[src/rtl/rv32i_mem_arbiter.sv]
// Two-requester arbiter (fetch / load-store) in front of a single-port memory.
// One transaction outstanding; data has priority, bounded by a fetch starvation streak.
module rv32i_mem_arbiter #(
    parameter int XLEN       = 32,
    parameter int STREAK_MAX = 4
) (
    input  logic            clk,
    input  logic            reset,
    input  logic            if_req,
    input  logic [XLEN-1:0] if_addr,
    output logic            if_gnt,
    output logic            if_rvalid,
    output logic [XLEN-1:0] if_rdata,
    input  logic            d_req,
    input  logic            d_we,
    input  logic [XLEN-1:0] d_addr,
    input  logic [XLEN-1:0] d_wdata,
    output logic            d_gnt,
    output logic            d_rvalid,
    output logic [XLEN-1:0] d_rdata,
    output logic            mem_req,
    output logic            mem_we,
    output logic [XLEN-1:0] mem_addr,
    output logic [XLEN-1:0] mem_wdata,
    input  logic            mem_gnt,
    input  logic            mem_rvalid,
    input  logic [XLEN-1:0] mem_rdata,
    output logic            busy
);
    localparam int SW = $clog2(STREAK_MAX + 1);
    localparam logic [SW-1:0] SMAX = SW'(STREAK_MAX);

    typedef enum logic [1:0] {S_IDLE, S_ISSUE, S_RESP} state_t;

    state_t        r_state, w_next;
    logic          r_own_d;
    logic          r_done;
    logic [SW-1:0] r_streak;
    logic          w_pick_if, w_pick_d, w_rsp;

    // Fetch wins when data is absent or when data has starved it for STREAK_MAX grants.
    assign w_pick_if = if_req && (!d_req || r_streak == SMAX);
    assign w_pick_d  = d_req && !w_pick_if;
    // r_done keeps the FSM in RESP during the rvalid cycle so no grant overlaps it.
    assign w_rsp     = (r_state == S_RESP) && mem_rvalid && !r_done;

    always_ff @(posedge clk) begin
        if (reset) r_state <= S_IDLE;
        else       r_state <= w_next;
    end

    always_comb begin
        w_next = r_state;
        case (r_state)
            S_IDLE:  if (if_gnt || d_gnt) w_next = S_ISSUE;
            S_ISSUE: if (mem_gnt)         w_next = S_RESP;
            S_RESP:  if (r_done)          w_next = S_IDLE;
            default:                      w_next = S_IDLE;
        endcase
    end

    always_comb begin
        if_gnt = 1'b0;
        d_gnt  = 1'b0;
        busy   = (r_state != S_IDLE);
        if (r_state == S_IDLE && !reset) begin
            if_gnt = w_pick_if;
            d_gnt  = w_pick_d;
        end
    end

    always_ff @(posedge clk) begin
        if (reset) begin
            r_own_d   <= 1'b0;
            r_done    <= 1'b0;
            r_streak  <= '0;
            mem_req   <= 1'b0;
            mem_we    <= 1'b0;
            mem_addr  <= '0;
            mem_wdata <= '0;
            if_rvalid <= 1'b0;
            d_rvalid  <= 1'b0;
            if_rdata  <= '0;
            d_rdata   <= '0;
        end else begin
            if (if_gnt || d_gnt) begin
                r_own_d   <= d_gnt;
                mem_req   <= 1'b1;
                mem_we    <= d_gnt && d_we;
                mem_addr  <= (d_gnt ? d_addr : if_addr) & ~XLEN'(3);
                mem_wdata <= d_gnt ? d_wdata : '0;
            end else if (r_state == S_ISSUE && mem_gnt) begin
                mem_req <= 1'b0;
            end

            if (!if_req || if_gnt)
                r_streak <= '0;
            else if (d_gnt && r_streak != SMAX)
                r_streak <= r_streak + 1'b1;

            r_done    <= w_rsp;
            if_rvalid <= w_rsp && !r_own_d;
            d_rvalid  <= w_rsp && r_own_d;
            if (w_rsp && !r_own_d) if_rdata <= mem_rdata;
            if (w_rsp && r_own_d)  d_rdata  <= mem_we ? '0 : mem_rdata;
        end
    end
endmodule

[config.mk]
export PLATFORM = sky130hd
export DESIGN_NAME = rv32i_mem_arbiter
export DESIGN_NICKNAME = d
export VERILOG_FILES = /design/src/rtl/rv32i_mem_arbiter.sv
export SDC_FILE = /design/constraint.sdc
export NUM_CORES = 1
export LEC_CHECK = 0
export CORE_MARGIN = 3
export CORE_UTILIZATION = 37
export CTS_BUF_LIST = sky130_fd_sc_hd__clkbuf_4
export DETAILED_ROUTE_END_ITERATION = 6
export GPL_ROUTABILITY_DRIVEN = 0
export PLACE_DENSITY_LB_ADDON = 0.12
export SLEW_MARGIN = 15
export SYNTH_ARGS = -nofsm -noshare
export SYNTH_HDL_FRONTEND = slang
export SYNTH_SLANG_ARGS = --single-unit
[constraint.sdc]
create_clock -name clk -period 1.71 [get_ports clk]
set_input_delay 0.342 -clock clk [delete_from_list [all_inputs] [get_ports clk]]
set_output_delay 0.342 -clock clk [all_outputs]
set_load 0.03 [all_outputs]
==> results.sh <==
export IMPL_crit_path_end_kind="primary output"
export IMPL_post_route_period_util=1.224
export IMPL_antenna_found_initial=0
export IMPL_hold_class="in -> reg"
export IMPL_port_buffers=263
export IMPL_peakVddDrop_uv=449.6
export IMPL_start_util=0.3848
export IMPL_leakage_nw=3.334
export IMPL_clockBufferDepth=2
export IMPL_wire_per_inst_um=18.08
export IMPL_grt_overflow=0
export IMPL_violations="setup timing"
export IMPL_instances_no_fill=1017
export IMPL_synth_seq_cells=137
export IMPL_status="finished, violations left"
export IMPL_die_w_um=124.3
export IMPL_hold_violations=0
export IMPL_via_per_inst=5.432
export IMPL_drtIter0Drc=286
export IMPL_skew_ps=9.342
export IMPL_layout_common_cells="131 x dfxtp_1, 129 x clkdlybuf4s50_1, 89 x clkbuf_2"
export IMPL_grt_pass1_vias=5703
export IMPL_htreeDepth=4
export IMPL_synth_avg_cell_area_um2=9.377
export IMPL_rsz0062_at_grt="yes"
export IMPL_drive_above_1_share=0.2663
export IMPL_drc=0
export IMPL_ys_types=35
export IMPL_final_common_cell="dfxtp_1"
export IMPL_die_h_um=124.3
export IMPL_antenna_cells=0
export IMPL_numCtsBuffers=17
export IMPL_area_delta_synth_final_pct=62.61
export IMPL_coreArea_um2=13450
export IMPL_path_class="reg -> out"
export IMPL_clk_latency_ps=550
export IMPL_clkTransAtPathRegs_ps=130
export IMPL_worst_r2r_cell_count=11
export IMPL_ys_seq_area_frac=0.5299
export IMPL_syn_inst=552
export IMPL_hold_buffers=0
export IMPL_cts_sinks=137
export IMPL_cp_arrival_ps=1750
export IMPL_max_freq_ghz=0.4776
export IMPL_powerDensity_nw_per_um2=895.2
export IMPL_fillers=1227
export IMPL_regArea_um2=2750
export IMPL_track_usage=0.2307
export IMPL_timing_max_cap_violations=0
export IMPL_hold_ws_ps=264.4
export IMPL_dp_hpwl_um=12740
export IMPL_routed_wl_um=18390
export IMPL_finish_utilization=0.6257
export IMPL_multi_input_area_um2=2283
export IMPL_placedCellCount=967
export IMPL_dr_pass1_iters=4
export IMPL_die_area_um2=15450
export IMPL_slew_violations=0
export IMPL_rows=42
export IMPL_cts_tree="built"
export IMPL_worst_slack_ps=-383.7
export IMPL_root_buffer="clkbuf_4"
export IMPL_grt_first_pass_wirelength_um=29230
export IMPL_num_io_pins=270
export IMPL_final_nets=965
export IMPL_dp_worst_setup_slack_ps=-415.5
export IMPL_setup_viol=8
export IMPL_ys_warn_count=0
export IMPL_start_kind="flop"
export IMPL_hold_depth=4
export IMPL_required_ps=1370
export IMPL_grt_max_degree=38
export IMPL_vias=5524
export IMPL_cp_max_fo=3
export IMPL_syn_area_um2=5176
export IMPL_drtAntennaViolNets=0
export IMPL_min_period_ps=2094
## kinds of logic after synthesis
logic type                 count (synthesis)  share of synthesized area
adders and majority gates                  2                   0.004834
DFF                                      137                     0.5299
other                                      1                  0.0007245
AOI/OAI and AO/OA                        194                     0.2342
and+or+nand+nor                          143                     0.1641
buffers and inverters                     75                    0.06623
## Yosys cell counts
library cell	instances	area, um^2
or4b_1	2	20.02
a22o_1	52	455.4
ha_1	2	25.02
buf_6	3	33.78
o21ai_1	3	15.01
nand2_1	5	18.77
nor4_1	20	125.1
dfxtp_1	137	2743
nor2_8	1	20.02
o21a_1	1	7.510
conb_1	1	3.750
buf_1	4	15.01
nor4bb_1	1	10.01
and3_1	1	6.260
a21oi_2	1	8.760
a21boi_1	1	7.510
nor3_1	53	265.3
buf_4	3	22.52
nand2b_1	1	6.260
or3b_2	1	8.760
inv_1	14	52.55
nand4bb_1	1	11.26
nor4_4	1	21.27
buf_2	21	105.1
a21oi_1	83	415.4
clkbuf_1	29	108.9
nand3b_1	1	7.510
nand4b_1	14	122.6
o21ai_0	43	215.2
or2_1	1	6.260
nor2_1	4	15.01
nand3_1	34	170.2
a2111oi_0	10	87.58
clkbuf_2	1	5.000
nor3b_1	2	15.01
## worst max-delay path: stages, from the launching register on
cell and delay (ps):
dfxtp_2 360, or4b_4 560, nor2_8 140, buf_6 140
## routing by layer
layer  global-route usage  up-vias  part of all wire
met5                    0        -                 0
met4              0.08769        0             0.025
met3              0.08190       39             0.075
met2               0.3874      240              0.49
li1                     -     2605                 -
met1               0.2700     2640              0.41
## area by class of cell
class                      count  area share
timing repair buffer         317      0.3314
sequential                   137      0.3267
multi-input combinational    341      0.2713
tap                          176     0.02616
clock inverter                15     0.02260
clock buffer                  17     0.01516
inverter                      14    0.006689
## path summary, 6_finish.rpt
check                             from                   endpoint  slack, ps
max            r_state[0]$_SDFFE_PP0P_                      d_gnt       -380
min                              reset       r_own_d$_SDFFE_PP0P_        260
max reg2reg   r_streak[0]$_SDFFE_PP0P_   mem_addr[5]$_SDFFE_PP0P_       -150
min reg2reg  if_rdata[30]$_SDFFE_PP0P_  if_rdata[30]$_SDFFE_PP0P_        480
## where the power goes
part	switching (mW)	internal, mW	total [mW]	leakage [nW]
Clock	1.30	1.04	2.34	0.157
Combinational	0.949	0.765	1.71	2.06
Sequential	0.112	3.37	3.48	1.12
## metrics by stage
step,instance area [um^2],setup TNS (ps),power [mW]
after floorplan,5205,-20.35,4.357
after global placement,8168,-31200,5.207
after detailed placement,8168,-33490,5.238
after CTS,8532,-1140,7.558
after global routing,8417,-2260,7.867
final,8417,-1168,7.535
## timing repair
| action | 4_1_cts | 5_1_grt |
|---|---|---|
| setup buffers | 6 | 12 |
| endpoints found under the setup margin | 141 | 164 |
| pin swaps | 6 | 23 |
| gates resized for setup | 211 | 194 |
| cloned | 1 | 0 |
| endpoints found under the hold margin | 0 | 0 |
## state kept, by name, summed over array words and instances, names as in the netlist
signal     cells
d_rdata       32
if_rdata      32
mem_wdata     32
mem_addr      30
r_streak       3
r_state        2
d_rvalid       1
if_rvalid      1
mem_req        1
mem_we         1
r_done         1
r_own_d        1
Power figures use the tool's default switching activity.
